### config.mk
export PLATFORM = sky130hd
export DESIGN_NAME = execute_mem_refill_ctrl
export DESIGN_NICKNAME = d
export VERILOG_FILES = /design/src/rtl/execute_mem_refill_ctrl.sv
export SDC_FILE = /design/constraint.sdc
export NUM_CORES = 1
export LEC_CHECK = 0
export BUFFER_PORTS_ARGS = -buffer_cell sky130_fd_sc_hd__buf_4
export CORE_AREA = 3 3 138 140
export CTS_CLUSTER_SIZE = 20
export DETAILED_ROUTE_END_ITERATION = 12
export DIE_AREA = 0 0 141 143
export GPL_ROUTABILITY_DRIVEN = 0
export GPL_TIMING_DRIVEN = 0
export HOLD_SLACK_MARGIN = 0.05
export REMOVE_ABC_BUFFERS = 1
export SKIP_LAST_GASP = 1
export SLEW_MARGIN = 30
export SYNTH_ARGS = -nofsm -noshare
export SYNTH_HDL_FRONTEND = slang
export SYNTH_SLANG_ARGS = --single-unit
### constraint.sdc
create_clock -name clk -period 2.48 [get_ports clk]
set_clock_uncertainty 0.2 [all_clocks]
set_input_delay 0.496 -clock clk [delete_from_list [all_inputs] [get_ports clk]]
set_output_delay 0.496 -clock clk [all_outputs]
set_load 0.05 [all_outputs]
### src/rtl/execute_mem_refill_ctrl.sv
// Memory-stage backing-port sequencer: arbitrates store drains against load-miss
// refills and uncached loads on one bus port, and drives the dcache tag/data
// update interface for line refills (invalidate, fill words, validate).
module execute_mem_refill_ctrl #(
    parameter int unsigned LINE_WORDS   = 4,
    parameter int unsigned WB_BURST_MAX = 4
) (
    input  logic        clk,
    input  logic        reset,
    input  logic        bco_valid,
    input  logic        req_valid,
    output logic        req_ready,
    input  logic [31:0] req_addr,
    input  logic        req_uncached,
    output logic        refill_done,
    output logic [31:0] refill_data,
    input  logic        wbmem_valid,
    input  logic [31:0] wbmem_addr,
    input  logic [3:0]  wbmem_strb,
    input  logic [31:0] wbmem_data,
    input  logic        wbmem_uncached,
    output logic        wbmem_en,
    output logic        mem_req_valid,
    input  logic        mem_req_ready,
    output logic        mem_req_write,
    output logic        mem_req_burst,
    output logic [31:0] mem_req_addr,
    output logic [3:0]  mem_req_strb,
    output logic [31:0] mem_req_data,
    input  logic        mem_rsp_valid,
    output logic        mem_rsp_ready,
    input  logic [31:0] mem_rsp_data,
    input  logic        mem_rsp_last,
    input  logic        mem_wack,
    output logic        update_tag_en,
    output logic [31:0] update_tag_addr,
    output logic        update_tag_valid,
    output logic        update_data_valid,
    output logic [31:0] update_data_addr,
    output logic [3:0]  update_data_strb,
    output logic [31:0] update_data,
    input  logic        update_data_ready,
    output logic        err
);

    localparam int unsigned BEAT_W = $clog2(LINE_WORDS);
    localparam int unsigned CNT_W  = $clog2(WB_BURST_MAX + 1);
    localparam logic [31:0] LINE_MASK = 32'(LINE_WORDS * 4 - 1);
    localparam logic [BEAT_W-1:0] LAST_BEAT = BEAT_W'(LINE_WORDS - 1);
    localparam logic [CNT_W-1:0] CNT_MAX = CNT_W'(WB_BURST_MAX);

    localparam logic [3:0] IDLE     = 4'd0;
    localparam logic [3:0] WB_REQ   = 4'd1;
    localparam logic [3:0] WB_ACK   = 4'd2;
    localparam logic [3:0] WB_POP   = 4'd3;
    localparam logic [3:0] RF_INVAL = 4'd4;
    localparam logic [3:0] RF_REQ   = 4'd5;
    localparam logic [3:0] RF_DATA  = 4'd6;
    localparam logic [3:0] RF_TAG   = 4'd7;
    localparam logic [3:0] UC_REQ   = 4'd8;
    localparam logic [3:0] UC_DATA  = 4'd9;
    localparam logic [3:0] DONE     = 4'd10;

    logic [3:0]        state, state_d;
    logic [CNT_W-1:0]  wb_cnt;
    logic [BEAT_W-1:0] beat;
    logic              killed;
    logic [31:0]       addr_q;
    logic [31:0]       line_base;

    logic wb_go, accept, rsp_xfer, last_beat, uc_xfer;

    // Stores are drained through the same path regardless of cacheability.
    logic unused_wbmem_uncached;
    assign unused_wbmem_uncached = wbmem_uncached;

    // Stores win unless a miss has already waited through WB_BURST_MAX drains.
    assign wb_go     = wbmem_valid && (!req_valid || (wb_cnt < CNT_MAX));
    assign accept    = (state == IDLE) && !wb_go && req_valid;
    assign rsp_xfer  = (state == RF_DATA) && mem_rsp_valid && update_data_ready;
    assign last_beat = (beat == LAST_BEAT);
    assign uc_xfer   = (state == UC_DATA) && mem_rsp_valid;

    // Next-state sequencing.
    always_comb begin
        state_d = state;
        case (state)
            IDLE: begin
                if (wb_go)       state_d = WB_REQ;
                else if (accept) state_d = req_uncached ? UC_REQ : RF_INVAL;
            end
            WB_REQ:   if (mem_req_ready) state_d = WB_ACK;
            WB_ACK:   if (mem_wack) state_d = WB_POP;
            WB_POP:   state_d = IDLE;
            RF_INVAL: state_d = RF_REQ;
            RF_REQ:   if (mem_req_ready) state_d = RF_DATA;
            RF_DATA:  if (rsp_xfer && last_beat) state_d = RF_TAG;
            RF_TAG:   state_d = DONE;
            UC_REQ:   if (mem_req_ready) state_d = UC_DATA;
            UC_DATA:  if (mem_rsp_valid) state_d = DONE;
            DONE:     state_d = IDLE;
            default:  state_d = IDLE;
        endcase
    end

    // State, counters, latched request and captured read data.
    always_ff @(posedge clk) begin
        if (reset) begin
            state       <= IDLE;
            wb_cnt      <= '0;
            beat        <= '0;
            killed      <= 1'b0;
            err         <= 1'b0;
            addr_q      <= '0;
            line_base   <= '0;
            refill_data <= '0;
        end else begin
            state <= state_d;

            if (!req_valid || accept) wb_cnt <= '0;
            else if (state == WB_POP) wb_cnt <= wb_cnt + CNT_W'(1);

            if (accept) begin
                addr_q    <= req_addr;
                line_base <= req_addr & ~LINE_MASK;
                killed    <= 1'b0;
            end else if (bco_valid && (state != IDLE)) begin
                // Flush only hides completion; the fill itself still runs to the end.
                killed <= 1'b1;
            end

            if ((state == RF_REQ) && mem_req_ready) beat <= '0;
            else if (rsp_xfer) beat <= beat + BEAT_W'(1);

            if ((rsp_xfer && (beat == addr_q[BEAT_W+1:2])) || uc_xfer) begin
                refill_data <= mem_rsp_data;
            end

            // Beat counter drives sequencing; a wrong last flag is only reported.
            if (rsp_xfer && (mem_rsp_last != last_beat)) err <= 1'b1;
        end
    end

    // Output decode from registered state.
    always_comb begin
        req_ready         = accept;
        refill_done       = 1'b0;
        wbmem_en          = 1'b0;
        mem_req_valid     = 1'b0;
        mem_req_write     = 1'b0;
        mem_req_burst     = 1'b0;
        mem_req_addr      = '0;
        mem_req_strb      = '0;
        mem_req_data      = '0;
        mem_rsp_ready     = 1'b0;
        update_tag_en     = 1'b0;
        update_tag_addr   = '0;
        update_tag_valid  = 1'b0;
        update_data_valid = 1'b0;
        update_data_addr  = '0;
        update_data_strb  = '0;
        update_data       = '0;
        case (state)
            WB_REQ: begin
                mem_req_valid = 1'b1;
                mem_req_write = 1'b1;
                mem_req_addr  = wbmem_addr;
                mem_req_strb  = wbmem_strb;
                mem_req_data  = wbmem_data;
            end
            WB_POP: wbmem_en = 1'b1;
            RF_INVAL: begin
                update_tag_en   = 1'b1;
                update_tag_addr = line_base;
            end
            RF_REQ: begin
                mem_req_valid = 1'b1;
                mem_req_burst = 1'b1;
                mem_req_addr  = line_base;
            end
            RF_DATA: begin
                update_data_valid = mem_rsp_valid;
                update_data_addr  = line_base | 32'({beat, 2'b00});
                update_data_strb  = 4'hf;
                update_data       = mem_rsp_data;
                mem_rsp_ready     = update_data_ready;
            end
            RF_TAG: begin
                update_tag_en    = 1'b1;
                update_tag_addr  = line_base;
                update_tag_valid = 1'b1;
            end
            UC_REQ: begin
                mem_req_valid = 1'b1;
                mem_req_addr  = addr_q;
            end
            UC_DATA: mem_rsp_ready = 1'b1;
            DONE:    refill_done = ~killed;
            default: ;
        endcase
    end

endmodule

# Word-level counts from Yosys, hierarchy flattened
# Index checks and enable logic that the tools add are counted.
# Widths: inputs -> output; s select.
# totals
input_bits	144
out_inout_bits	211
n_memories	0
wordCells	83
latch_bits	0
mem_bits_rw	0
regBits	103
mem_bits_ro	0
# classes
div	0
eq_ne	20
n_addsub	2
bitwise_logic	2
magnitude_cmp	1
shift	0
n_reduce_logical	24
muxes	26
n_mul	0
# ops
operator	count
$mux 32	4
$pmux 32 s3	1
$mux 4	11
$pmux 4 s9	1
$or 32x4->32	1
$eq 4x3->1 const B	4
$eq 4x4->1 const B	3
$logic_and 1x1->1	11
$ne 2x2->1 const B	5
$eq 4x2->1 const B	2
$mux 1	8
$reduce_or 2->1	4
$reduce_and 7->1	1
$eq 4x1->1 const B	1
$logic_not 4->1	1
$reduce_bool 4->1	1
$add 3x1->3 const B	1
$logic_or 1x1->1	3
$lt 3x3->1 const B	1
$ne 3x3->1 const B	1
$reduce_or 3->1	1
$add 2x1->2 const B	1
$eq 2x2->1	1
$eq 2x2->1 const B	1
other kinds (5)	6

# Depth between registers and ports, before layout
# depth
ltp_word	9
mapped_depth	7

# Least setup slack after synthesis
# Ideal clock, no wire load.
# synth_timing
path_kind	register -> output
startpoint	register state[3]
endpoint	output port mem_req_addr[0]
arrival_ns	2.175
path_slack_ns	-0.391
path_buffers	2
path_stages_with_launch	6
required_time_ns	1.784
cell_sequence	dfxtp_1 -> buf_4 -> clkbuf_1 -> nor2b_1 -> a22oi_1 -> nor3_1
# synth_between
elab_chain_len	2
# synth_lines
item	line	rtl
start: declaration	64	logic [3:0] state, state_d;
start signal: assignment	118	state <= state_d;
$eq 4x4->1, or another cell as far along	163	case (state)
$pmux 32 s3 (*)	163	
end: declaration	27	output logic [31:0] mem_req_addr,
# Every way passes the cells marked *; elsewhere a longest branch is shown, timed or not.

# Worst setup path in the final report
# layout_timing
startpoint	register state[3]
endpoint	output port mem_req_addr[25]
# The elaborated chain is that of the path after synthesis.

==> results <==
- The chip height is 143 µm.
- The final design instance area without fill is 0.00907 mm².
- For this configuration, the core starts out at a cell density of 24.8%.
- 355 I/O pins were placed.
- The chip width is 141 µm.
- After clock tree synthesis, the clock-pin slew on the worst setup and hold paths is 60 ps.
- In the post-synthesis netlist, the biggest area contributors are sky130_fd_sc_hd__dfxtp_1 (34%), sky130_fd_sc_hd__and2_1 (18%), sky130_fd_sc_hd__nand2_1 (11%).
- Of the synthesized area, sequential elements account for 33.7%.
- The detailed-router iteration count before antenna repair is 5.
- The synthesized flop and latch total is 75.
- The post-detailed-placement cell area is 0.00720 mm².
- The count of buffers inserted at the top-level ports is 347.
- The number of buffers between clock root and the deepest sink is 2.
- The tool flagged a number of max-cap violations equal to 0.
- Entering global routing, the biggest net connects 69 pins.
- Summing every instance area after synthesis gives 0.00446 mm².
- The tree built by TritonCTS fans out to 75 sinks.
- On the critical path, the stage with the largest delay is an instance of sky130_fd_sc_hd__or3b_4.
- The wire length of the first global-routing pass is 31200 µm.
- The clock latency of the later-clocked register in the worst-skew pair is 340 ps.
- Along the worst path, the maximum fanout reaches 14.
- Dividing the detail-routed via count by the number of cells gives 4.61.
- The die covers 0.0202 mm².
- The predominant post-synthesis flop cell is sky130_fd_sc_hd__dfxtp_1.
- The number of buffers created by CTS is 9.
- The number of global-route vias before repair is 5034.
- The final-layout setup total negative slack is -5680 ps.
- Walking the worst path, the cells encountered are or3b_4 > a21oi_4 > buf_12 > a22o_1 > buf_6.
- The footprint of the flip-flops and latches is 0.00152 mm².
- VDD sags by at most 0.000553 V.
- The H-tree depth is 3.
- The layout cell share with drive strength beyond 1 is 52.7%.
- The areal power density over the cells is 839 mW/mm².
- Synthesis produced a netlist whose cell count is 570.
- The buffering stage count on the worst path with inverters included is 2.
- The worst path uses 107% of the clock period.
- Clock tree synthesis selected as its root buffer the cell sky130_fd_sc_hd__clkbuf_16.
- Setup repair after global routing could not meet its margin everywhere.
- The final hold violation count was 0.
- After the last flow step, the layout net total stands at 1101.
- In this run the static leakage power is 4.20 nW.
- The library cell with the largest summed area after synthesis is sky130_fd_sc_hd__dfxtp_1.
- The nature of the critical path endpoint is a primary output.
- For this run, the top clock speed supported by timing is 378 MHz.
- For the pin with the worst max-slew slack, the measured transition is 657 ps.
- The flow ran to the end, but the final reports show violations.
- The overall global routing resource usage is 20.5%.
- Summed over all nets, the half-perimeter wirelength after detailed placement is 14600 µm.
- The layout has 1704 filler cells.
- The total number of yosys warnings is 0.
- The critical path class is flop to primary output.
- After synthesis, the share of flip-flops with an asynchronous set or reset is 0%.
- In this run, synthesis inferred 0 flip-flops with an integrated enable.
- The via total after detailed routing is 5470.
- In the routed design, unresolved DRC markers number 0.
- Across all setup checks in the final design, the least slack found is -164 ps.
- The minimum period implied by the final worst setup slack is 2640 ps.
- The DRC violation total after the first TritonRoute iteration is 201.
- The max-slew violation count was 0.
- The core area is 0.0180 mm².
- In this run, distinct cell masters in the synthesized netlist total 47.
- In this run the mean area of a mapped cell was 7.83 µm².
- The checks that failed: negative setup slack.
- From synthesis to final layout, the design area changed by 103%.
- The routed design has 23100 µm of wire.
- Headroom to the max-slew limit came out at 56.2%.
- The overall power after layout is 7.61 mW.
- The total overflow left after global routing is 0.
- The class of the most critical hold timing path is primary input to flop.
- After clock tree synthesis, the flow added hold-fix buffers numbering 0.
- The initial antenna violation count is 1.
- After detailed routing, the average wire length per cell comes to 19.5 µm.
- The endpoint required time on the critical path is 1780 ps.
- The signal arrival time at the worst endpoint is 1950 ps.
- In this run the core area contains 49 standard-cell rows.
- The final core utilization is 50.5%.
- The multi-input combinational cells in the finished layout cover a total of 0.00294 mm².
- The delay of the slowest cell on the worst path is 460 ps.
- Broken down by cell family, the worst path's largest delay share belongs to simple AND/OR/NAND/NOR gates.
- The worst setup path is launched from a flop.
- Setup violations remaining at the end of the flow were counted as 91.
- The top cell type's share of synthesized area is 33.7%.
- TritonCTS built the clock tree.
- The number of nets with antenna violations after routing is 0.
==> worst register-to-register path, stage by stage, from the launching register on <==
cell and delay [ps]:
sky130_fd_sc_hd__dfxtp_4 380, sky130_fd_sc_hd__buf_6 140, sky130_fd_sc_hd__buf_4 130, sky130_fd_sc_hd__and4bb_2 320, sky130_fd_sc_hd__buf_4 170, sky130_fd_sc_hd__a22o_1 250
sky130_fd_sc_hd__or3_4 410, sky130_fd_sc_hd__mux2_4 300
==> layout by cell type, fill, tap and decap left out, drive strengths merged, types with 2 or more instances in the layout <==
master    n
a21oi    42
ha        2
a22o     29
nand2   134
bufinv    2
conb      6
dfxtp    75
inv       5
nand3     6
a211oi    3
clkbuf   16
nor2      7
mux2i    35
buf     412
and2    127
nand2b    4
xnor2     4
nor2b     6
a22oi     4
xor2      2
nor3      9
and4bb    6
==> per-stage QoR <==
stage                     cells  hold WS [ps]  setup WS, ps
after floorplan             519           231         -3330
after global placement     1095           244         -5010
after detailed placement   1106           249         -1070
after CTS                  1162           175          -149
after global routing       1187           187          -212
final                      1187           197          -164
==> where the power goes <==
part / switching [mW] / internal (mW)
registers: 0.148 / 1.33
logic: 2.62 / 2.11
clock network: 0.502 / 0.890
total: 3.27 / 4.34
==> registers in the layout, summed over array words and instances (netlist names) <==
signal       flops
addr_q          32
beat             2
err              1
killed           1
refill_data     32
state            4
wb_cnt           3
==> synthesized netlist by cell type (2+ instances only) <==
cell type and instances:
sky130_fd_sc_hd__nand3_1 5, sky130_fd_sc_hd__mux2i_1 35, sky130_fd_sc_hd__and2_1 127, sky130_fd_sc_hd__nand2_1 134, sky130_fd_sc_hd__nand2b_1 4, sky130_fd_sc_hd__nor3_1 9, sky130_fd_sc_hd__a22oi_1 4, sky130_fd_sc_hd__inv_2 2
sky130_fd_sc_hd__a211oi_1 2, sky130_fd_sc_hd__xnor2_1 4, sky130_fd_sc_hd__xor2_1 2, sky130_fd_sc_hd__a22o_1 29, sky130_fd_sc_hd__buf_4 19, sky130_fd_sc_hd__buf_2 4, sky130_fd_sc_hd__a21oi_1 40, sky130_fd_sc_hd__ha_1 2
sky130_fd_sc_hd__nor2b_1 6, sky130_fd_sc_hd__nor2_1 7, sky130_fd_sc_hd__inv_1 2, sky130_fd_sc_hd__clkbuf_1 32, sky130_fd_sc_hd__dfxtp_1 75
==> kinds of logic after synthesis <==
group / share of synthesized area, %
other: 0.0841
adders and majority gates: 0.561
and+or+nand+nor: 35.6
DFF: 33.7
xor gates and xnor gates: 1.18
muxes: 8.19
AOI/OAI and AO/OA: 13.8
buffers and inverters: 6.93
==> worst paths after layout <==
check	from	to	slack, ps	depth (start not counted)
worst max-delay path	state[3]	mem_req_addr[25]	-160	5
worst min register to register	addr_q[0]	addr_q[0]	260	2
worst min-delay path	mem_req_ready	beat[0]	200	2
worst max register to register	state[0]	state[0]	80	7
==> layer usage <==
| layer | track usage (%) | share of wire, % | vias to the layer above |
|---|---|---|---|
| met2 | 37.0 | 52 | 189 |
| li1 | - | - | 2662 |
| met4 | 5.86 | 1.9 | 0 |
| met3 | 4.25 | 4.4 | 24 |
| met5 | 0 | 0 | - |
| met1 | 24.6 | 42 | 2595 |
==> area by class of cell <==
cell class              count  area share (%)
multi-input cells         446            32.4
well taps                 229            3.16
clock inverters             3           0.717
diodes                      1          0.0276
clock buffers              10            2.63
repair inverters            1          0.0965
repair buffers            418            43.9
inverters                   4           0.331
flip-flops and latches     75            16.7
==> timing repair <==
item	in CTS	in global routing
setup buffers	36	17
setup endpoints to repair	243	120
endpoints found under the hold margin	0	0
cloned	8	7
pin swaps	11	34
gates resized for setup	106	128
Power figures use the tool's default switching activity.
